<file path="src/rtl/video_vga_timing.sv">
`default_nettype none
// video_vga_timing: VGA raster counters, composer strobes and palette-indexed RGB
// output stage. Rev 1.0. Sync and blank are delayed to stay aligned with the RGB path.
module video_vga_timing #(
  parameter int H_ACTIVE = 640,
  parameter int H_FP     = 16,
  parameter int H_SYNC   = 96,
  parameter int H_BP     = 48,
  parameter int V_ACTIVE = 480,
  parameter int V_FP     = 10,
  parameter int V_SYNC   = 2,
  parameter int V_BP     = 33,
  parameter int DATA_LAT = 1
) (
  input  logic        clk,
  input  logic        rst_n,
  input  logic        enable,
  output logic        display_next_frame,
  output logic        display_next_line,
  output logic        display_next_pixel,
  output logic        display_current_field,
  input  logic [7:0]  display_data,
  output logic [7:0]  palette_addr,
  input  logic [11:0] palette_rgb,
  output logic [3:0]  vga_r,
  output logic [3:0]  vga_g,
  output logic [3:0]  vga_b,
  output logic        vga_hsync,
  output logic        vga_vsync
);

  // Sync/blank delay line; the output register adds the final stage so the
  // total delay is DATA_LAT+2, matching display_data -> palette_addr -> palette_rgb -> pins.
  localparam int DLY = DATA_LAT + 1;

  localparam logic [9:0] H_ACT    = 10'(H_ACTIVE);
  localparam logic [9:0] H_LAST   = 10'(H_ACTIVE + H_FP + H_SYNC + H_BP - 1);
  localparam logic [9:0] HS_START = 10'(H_ACTIVE + H_FP);
  localparam logic [9:0] HS_END   = 10'(H_ACTIVE + H_FP + H_SYNC);
  localparam logic [9:0] V_ACT    = 10'(V_ACTIVE);
  localparam logic [9:0] V_LAST   = 10'(V_ACTIVE + V_FP + V_SYNC + V_BP - 1);
  localparam logic [9:0] VS_START = 10'(V_ACTIVE + V_FP);
  localparam logic [9:0] VS_END   = 10'(V_ACTIVE + V_FP + V_SYNC);

  logic [9:0]     h_cnt_q, h_cnt_d;
  logic [9:0]     v_cnt_q, v_cnt_d;
  logic           field_q;
  logic [7:0]     palette_addr_q;
  logic [11:0]    rgb_q;
  logic           hsync_q, vsync_q;
  logic [DLY-1:0] hs_sr_q, vs_sr_q, act_sr_q;
  logic           run, hs_raw, vs_raw;

  always_comb begin
    h_cnt_d = h_cnt_q;
    v_cnt_d = v_cnt_q;
    if (!enable) begin
      h_cnt_d = '0;
      v_cnt_d = '0;
    end else if (h_cnt_q == H_LAST) begin
      h_cnt_d = '0;
      v_cnt_d = (v_cnt_q == V_LAST) ? 10'd0 : v_cnt_q + 10'd1;
    end else begin
      h_cnt_d = h_cnt_q + 10'd1;
    end
  end

  // Strobes are gated by rst_n so they read 0 while reset is held.
  always_comb begin
    run                = rst_n & enable;
    display_next_pixel = run && (h_cnt_q < H_ACT) && (v_cnt_q < V_ACT);
    display_next_line  = run && (h_cnt_q == H_LAST);
    display_next_frame = display_next_line && (v_cnt_q == V_LAST);
    hs_raw             = !(run && (h_cnt_q >= HS_START) && (h_cnt_q < HS_END));
    vs_raw             = !(run && (v_cnt_q >= VS_START) && (v_cnt_q < VS_END));
  end

  always_ff @(posedge clk or negedge rst_n) begin
    if (!rst_n) begin
      h_cnt_q        <= '0;
      v_cnt_q        <= '0;
      field_q        <= 1'b0;
      palette_addr_q <= '0;
      rgb_q          <= '0;
      hs_sr_q        <= '1;
      vs_sr_q        <= '1;
      act_sr_q       <= '0;
      hsync_q        <= 1'b1;
      vsync_q        <= 1'b1;
    end else begin
      h_cnt_q        <= h_cnt_d;
      v_cnt_q        <= v_cnt_d;
      if (display_next_frame) field_q <= ~field_q;
      palette_addr_q <= display_data;
      hs_sr_q        <= (hs_sr_q << 1) | DLY'(hs_raw);
      vs_sr_q        <= (vs_sr_q << 1) | DLY'(vs_raw);
      act_sr_q       <= (act_sr_q << 1) | DLY'(display_next_pixel);
      hsync_q        <= hs_sr_q[DLY-1];
      vsync_q        <= vs_sr_q[DLY-1];
      rgb_q          <= act_sr_q[DLY-1] ? palette_rgb : 12'h000;
    end
  end

  assign display_current_field = field_q;
  assign palette_addr          = palette_addr_q;
  assign vga_r                 = rgb_q[11:8];
  assign vga_g                 = rgb_q[7:4];
  assign vga_b                 = rgb_q[3:0];
  assign vga_hsync             = hsync_q;
  assign vga_vsync             = vsync_q;

endmodule
`default_nettype wire
</file>
<file path="config.mk">
export PLATFORM = sky130hd
export DESIGN_NAME = video_vga_timing
export DESIGN_NICKNAME = d
export VERILOG_FILES = /design/src/rtl/video_vga_timing.sv
export SDC_FILE = /design/constraint.sdc
export NUM_CORES = 1
export LEC_CHECK = 0
export BUFFER_PORTS_ARGS = -buffer_cell sky130_fd_sc_hd__buf_4
export CAP_MARGIN = 20
export CORE_MARGIN = 3
export CORE_UTILIZATION = 47
export CTS_BUF_LIST = sky130_fd_sc_hd__clkbuf_16
export CTS_CLUSTER_DIAMETER = 80
export DETAILED_ROUTE_END_ITERATION = 6
export PLACE_DENSITY = 0.83
export SYNTH_ARGS = -nofsm -noshare
export SYNTH_HDL_FRONTEND = slang
export SYNTH_SLANG_ARGS = --single-unit
export TNS_END_PERCENT = 30
</file>
<file path="constraint.sdc">
create_clock -name clk -period 1.6 [get_ports clk]
set_input_delay 0.24 -clock clk [delete_from_list [all_inputs] [get_ports clk]]
set_output_delay 0.24 -clock clk [all_outputs]
set_load 0.01 [all_outputs]
</file>
# Yosys cells after proc, flatten, opt, wreduce, memory -nomap -nowiden
# Cells that the tools add are included.
[classes]
n_addsub = 2
reduce_logical = 10
bitwise_logic = 5
multipliers = 0
mux = 6
n_lt_le_gt_ge = 6
div = 0
shifts = 0
n_eq_ne = 3
[ops]
columns = ["cell", "count"]
rows = [
  ["two-way mux 10 bit", 5],
  ["adder 10 x 1 -> 10 bit, second input constant", 2],
  ["== test 10 bit, second input constant", 2],
  ["< comparator 10 bit, second input constant", 2],
  ["< comparator 10 x 9 -> 1 bit, second input constant", 2],
  ["two-way mux 12 bit", 1],
  ["greater-or-equal comparator 10 bit, second input constant", 1],
  ["greater-or-equal comparator 10 x 9 -> 1 bit, second input constant", 1],
  ["logical AND 1 bit", 8],
  ["bitwise OR 2 x 1 -> 2 bit", 3],
  ["zero test 1 bit", 2],
  ["!= test 2 x 1 -> 1 bit, second input constant", 1],
  ["AND 1 bit", 1],
  ["NOT 1 bit", 1],
]
[totals]
reg_bits = 49
inputBits = 23
out_inout_bits = 26
rom_bits = 0
memories = 0
ram_bits = 0
elab_cells = 42
latch_bits = 0

# Longest topological paths before layout
[depth]
ltp_word = 5
mapped_depth = 6
mapped_depth_nobuf = 6

# Worst setup path before layout
# No wires, ideal clock.
[synth_path]
path_type = "register -> output"
startpoint = "register h_cnt_q[0]"
endpoint = "output display_next_frame"
required_time_ns = 1.360
arrival_time_ns = 1.563
path_slack_ns = -0.203
n_path_buf = 1
path_stages_with_launch = 6
path_cell_list = "dfrtp_1 -> ha_1 -> nand4_1 -> or3_1 -> buf_6 -> nor3b_4"
[synth_between]
elab_chain_cells = 3
[synth_lines]
columns = ["element", "line_no", "rtl"]
rows = [
  ["start, declared", "45", "logic [9:0] h_cnt_q, h_cnt_d;"],
  ["start signal, assigned", "91", "h_cnt_q <= h_cnt_d;"],
  ["== test 10 bit", "72", "display_next_line = run && (h_cnt_q == H_LAST);"],
  ["logical AND 1 bit", "72", ""],
  ["logical AND 1 bit", "73", "display_next_frame = display_next_line && (v_cnt_q == V_LAST);"],
  ["end, declared", "18", "output logic display_next_frame,"],
]
# No other way between the ends.

# Worst setup path after layout
[layout_path]
startpoint = "register h_cnt_q[5]"
endpoint = "output display_next_frame"
# Same word-level chain as after synthesis.

==> results.ini <==
[grt]
track_usage_pct = 20.1
grt_use_met2_pct = 33.0
gr-max-usage-layer = met2
grt_pass1_vias = 1645
grt_pass1_wl_um = 7940
grt_util_met3_pct = 5.89
antenna_found_initial = 0
grtUsageMet1_pct = 24.9
grt_max_degree = 50
grt_overflow_total = 0

[flow_run]
cap_violations = 0

[sta]
min_period_over_period_pct = 122
rsz0062_at_grt = true
fmax_mhz = 511
max_slew_margin_pct = 60.4
worst_hold_slack_ns = 0.0543
worst_pin_slew_ns = 0.594
setup_viol = 20
clock-skew-final_ns = 0.00750
slew_viol_final = 0
layout_setup_ws_ns = -0.357
hold_violations = 0
period_needed_ns = 1.96

[floorplanning]
io_pins = 49
coreArea_mm2 = 0.00406
die_y_um = 71.5
die-area_mm2 = 0.00511
start_util_pct = 49.7
fp-row-count = 23
dieWidth_um = 71.5

[cts]
htreeDepth = 2
path_clk_slew_ns = 0.07
numCtsBuffers = 5
clk_path_buf_depth = 2
cts.sinks = 49
cts_hold_buf = 0
root_buffer = clkbuf_16
clk_latency_ns = 0.29
tritoncts = built

[logic_synthesis]
ys_seq_area_share_pct = 61.2
synth_cell_types = 37
synth_area_per_cell_um2 = 12.2
synthCells = 165
ys_ff_latch = 49
syn_nets = 192
ys_warn_count = 0
netlist_area_mm2 = 0.00202
yosysTopAreaCellShare_pct = 53.3
yosys.area.top_type = dfrtp_1
netlist_top_cells_area = dfrtp_1, dfstp_2, and2_1, ha_1, nand3_1

[route]
drtPass1Iterations = 4
routed_wl_um = 5560
drc = 0
wl_per_cell_um = 18.3
via_per_inst = 5.46
drt_iter0_drc = 84
num_vias = 1653
antenna_left = 0

[placed_design]
postPlaceCellArea_mm2 = 0.00262
place.detailed.hpwl_um = 3100
place_ws_ns = -0.152
io_buffers = 48
gp_congestion = 0.911

[critical_path]
crit_chain = nand4bb_4 > or3_4 > nor3b_4 > buf_4
critPathArrivalTime_ns = 1.72
startpoint = h_cnt_q[5]
end_kind = primary output
critPathKind = register to primary output
crit_end = display_next_frame
critPathMaxFanout = 3
rrSetupSlack_ns = -0.24
cpMaxStageDelayCell = or3_4
startpoint_type = register
r2r_cells = 6
r2r_end = v_cnt_q[5]
max_stage_delay_ns = 0.42
worstPathRequired_ns = 1.36
r2r-start = h_cnt_q[5]

[power_and_ir_drop]
power.internal_uw = 2270
p_switching_uw = 572
power.density_mw_per_mm2 = 939
clkPwrFrac_pct = 47.6
seq_power_share_pct = 45.2
p_comb_share_pct = 7.2
leakagePower_uw = 0.00140
power_uw = 2840
ir_drop_mv = 0.440
power.share.switching_pct = 20.2

[run_status]
status = complete, but fails checks
violations = negative setup slack

[finish]
regArea_mm2 = 0.00123
multi_input_area_um2 = 857
area_growth_pct = 49.9
layout.nets = 279
fillers = 224
fin_area_mm2 = 0.00302
antenna_cells = 0
drive_gt1_share_pct = 49.4

[worst_hold_path]
holdCritPathClass = primary input to async pin

worst min-delay path by stage:
stage	from	endpoint	depth (start not counted)
2_1_floorplan	rst_n	act_sr_q[0]	0
3_3_place_gp	act_sr_q[0]	act_sr_q[1]	0
3_5_place_dp	vs_sr_q[1]	vga_vsync	0
4_1_cts	display_data[6]	palette_addr[6]	1
5_1_grt	display_data[6]	palette_addr[6]	1
6_report	rst_n	palette_addr[0]	2
cells by family after synthesis:
group / share of synthesized area (%)
AND/OR/NAND/NOR: 20.3
flip-flops: 61.2
AO/OA/AOI/OAI: 9.31
buffers and inverters: 2.23
XOR/XNOR: 3.91
adder cells (fa/ha/maj): 2.48
multiplexers: 0.558
critical path: cells and delay by family (launching register included):
family | cells | cell delay (ns)
flip-flops | 1 | 0.41
buffers and inverters | 1 | 0.15
AND/OR/NAND/NOR | 3 | 0.86
cell type report:
class	instances	share of cell area (%)
Sequential cell	49	40.8
Multi-Input combinational cell	106	28.4
Timing Repair Buffer	84	21.7
Clock buffer	5	4.14
Clock inverter	3	2.15
Tap cell	50	2.07
Inverter	6	0.745
repair_timing:
action / in CTS / in global routing
endpoints found under the hold margin: 0 / 0
endpoints found under the setup margin: 13 / 20
pin swaps: 4 / 9
gates resized for setup: 6 / 26
setup buffers: 3 / 7
per-stage QoR:
stage	cells	utilization (%)	TNS (ns)
after floorplan	165	-	-0.926
after detailed placement	286	64.6	-0.737
after global placement	286	64.6	-0.506
final	303	74.5	-2.27
after CTS	297	70.5	-1.70
after global routing	303	74.5	-3.96
state kept, by name, summed over array words and instances, names as in the netlist:
| register | flops |
|---|---|
| act_sr_q | 2 |
| vga_vsync | 1 |
| v_cnt_q | 10 |
| display_current_field | 1 |
| palette_addr | 8 |
| vs_sr_q | 2 |
| rgb_q | 12 |
| h_cnt_q | 10 |
| hs_sr_q | 2 |
| vga_hsync | 1 |
Yosys cell counts (all sizes together):
master,count
o211ai,5
nor3b,2
or3,5
nand4,3
o2bb2ai,1
nand4bb,2
nor4b,1
xnor2,5
clkbuf,3
o2bb2a,1
nor2b,1
nand3,9
nor2,9
inv,6
nand2b,1
nand2,10
o21ai,3
a22o,3
dfstp,6
xor2,4
o31ai,7
nand3b,1
mux2,1
and2,15
and3,1
nor3,7
o31a,2
a21oi,1
ha,4
dfrtp,43
or2,2
buf,1
metal layers:
layer | part of all wire (%) | vias up
met5 | 0 | -
li1 | - | 751
met1 | 39 | 814
met4 | 1.9 | 0
met2 | 51 | 79
met3 | 8.2 | 9
power by group through the flow:
| stage | Combinational, uW | Clock [uW] | Sequential (uW) |
|---|---|---|---|
| 2_1_floorplan | 40.8 | 0 | 1320 |
| 3_3_place_gp | 180 | 0 | 1300 |
| 3_5_place_dp | 183 | 0 | 1310 |
| 4_1_cts | 188 | 1350 | 1280 |
| 5_1_grt | 222 | 1410 | 1290 |
| 6_report | 204 | 1350 | 1280 |
placed cells by master (no fill, tap or decap), types with 6 or more instances in the layout:
cell / count
nand2_1: 8
nor2_1: 7
dfrtp_1: 43
dfstp_2: 6
nor3_1: 6
nand3_1: 9
buf_4: 77
and2_1: 15
buf_6: 7
(Power assumes the default switching activity.)
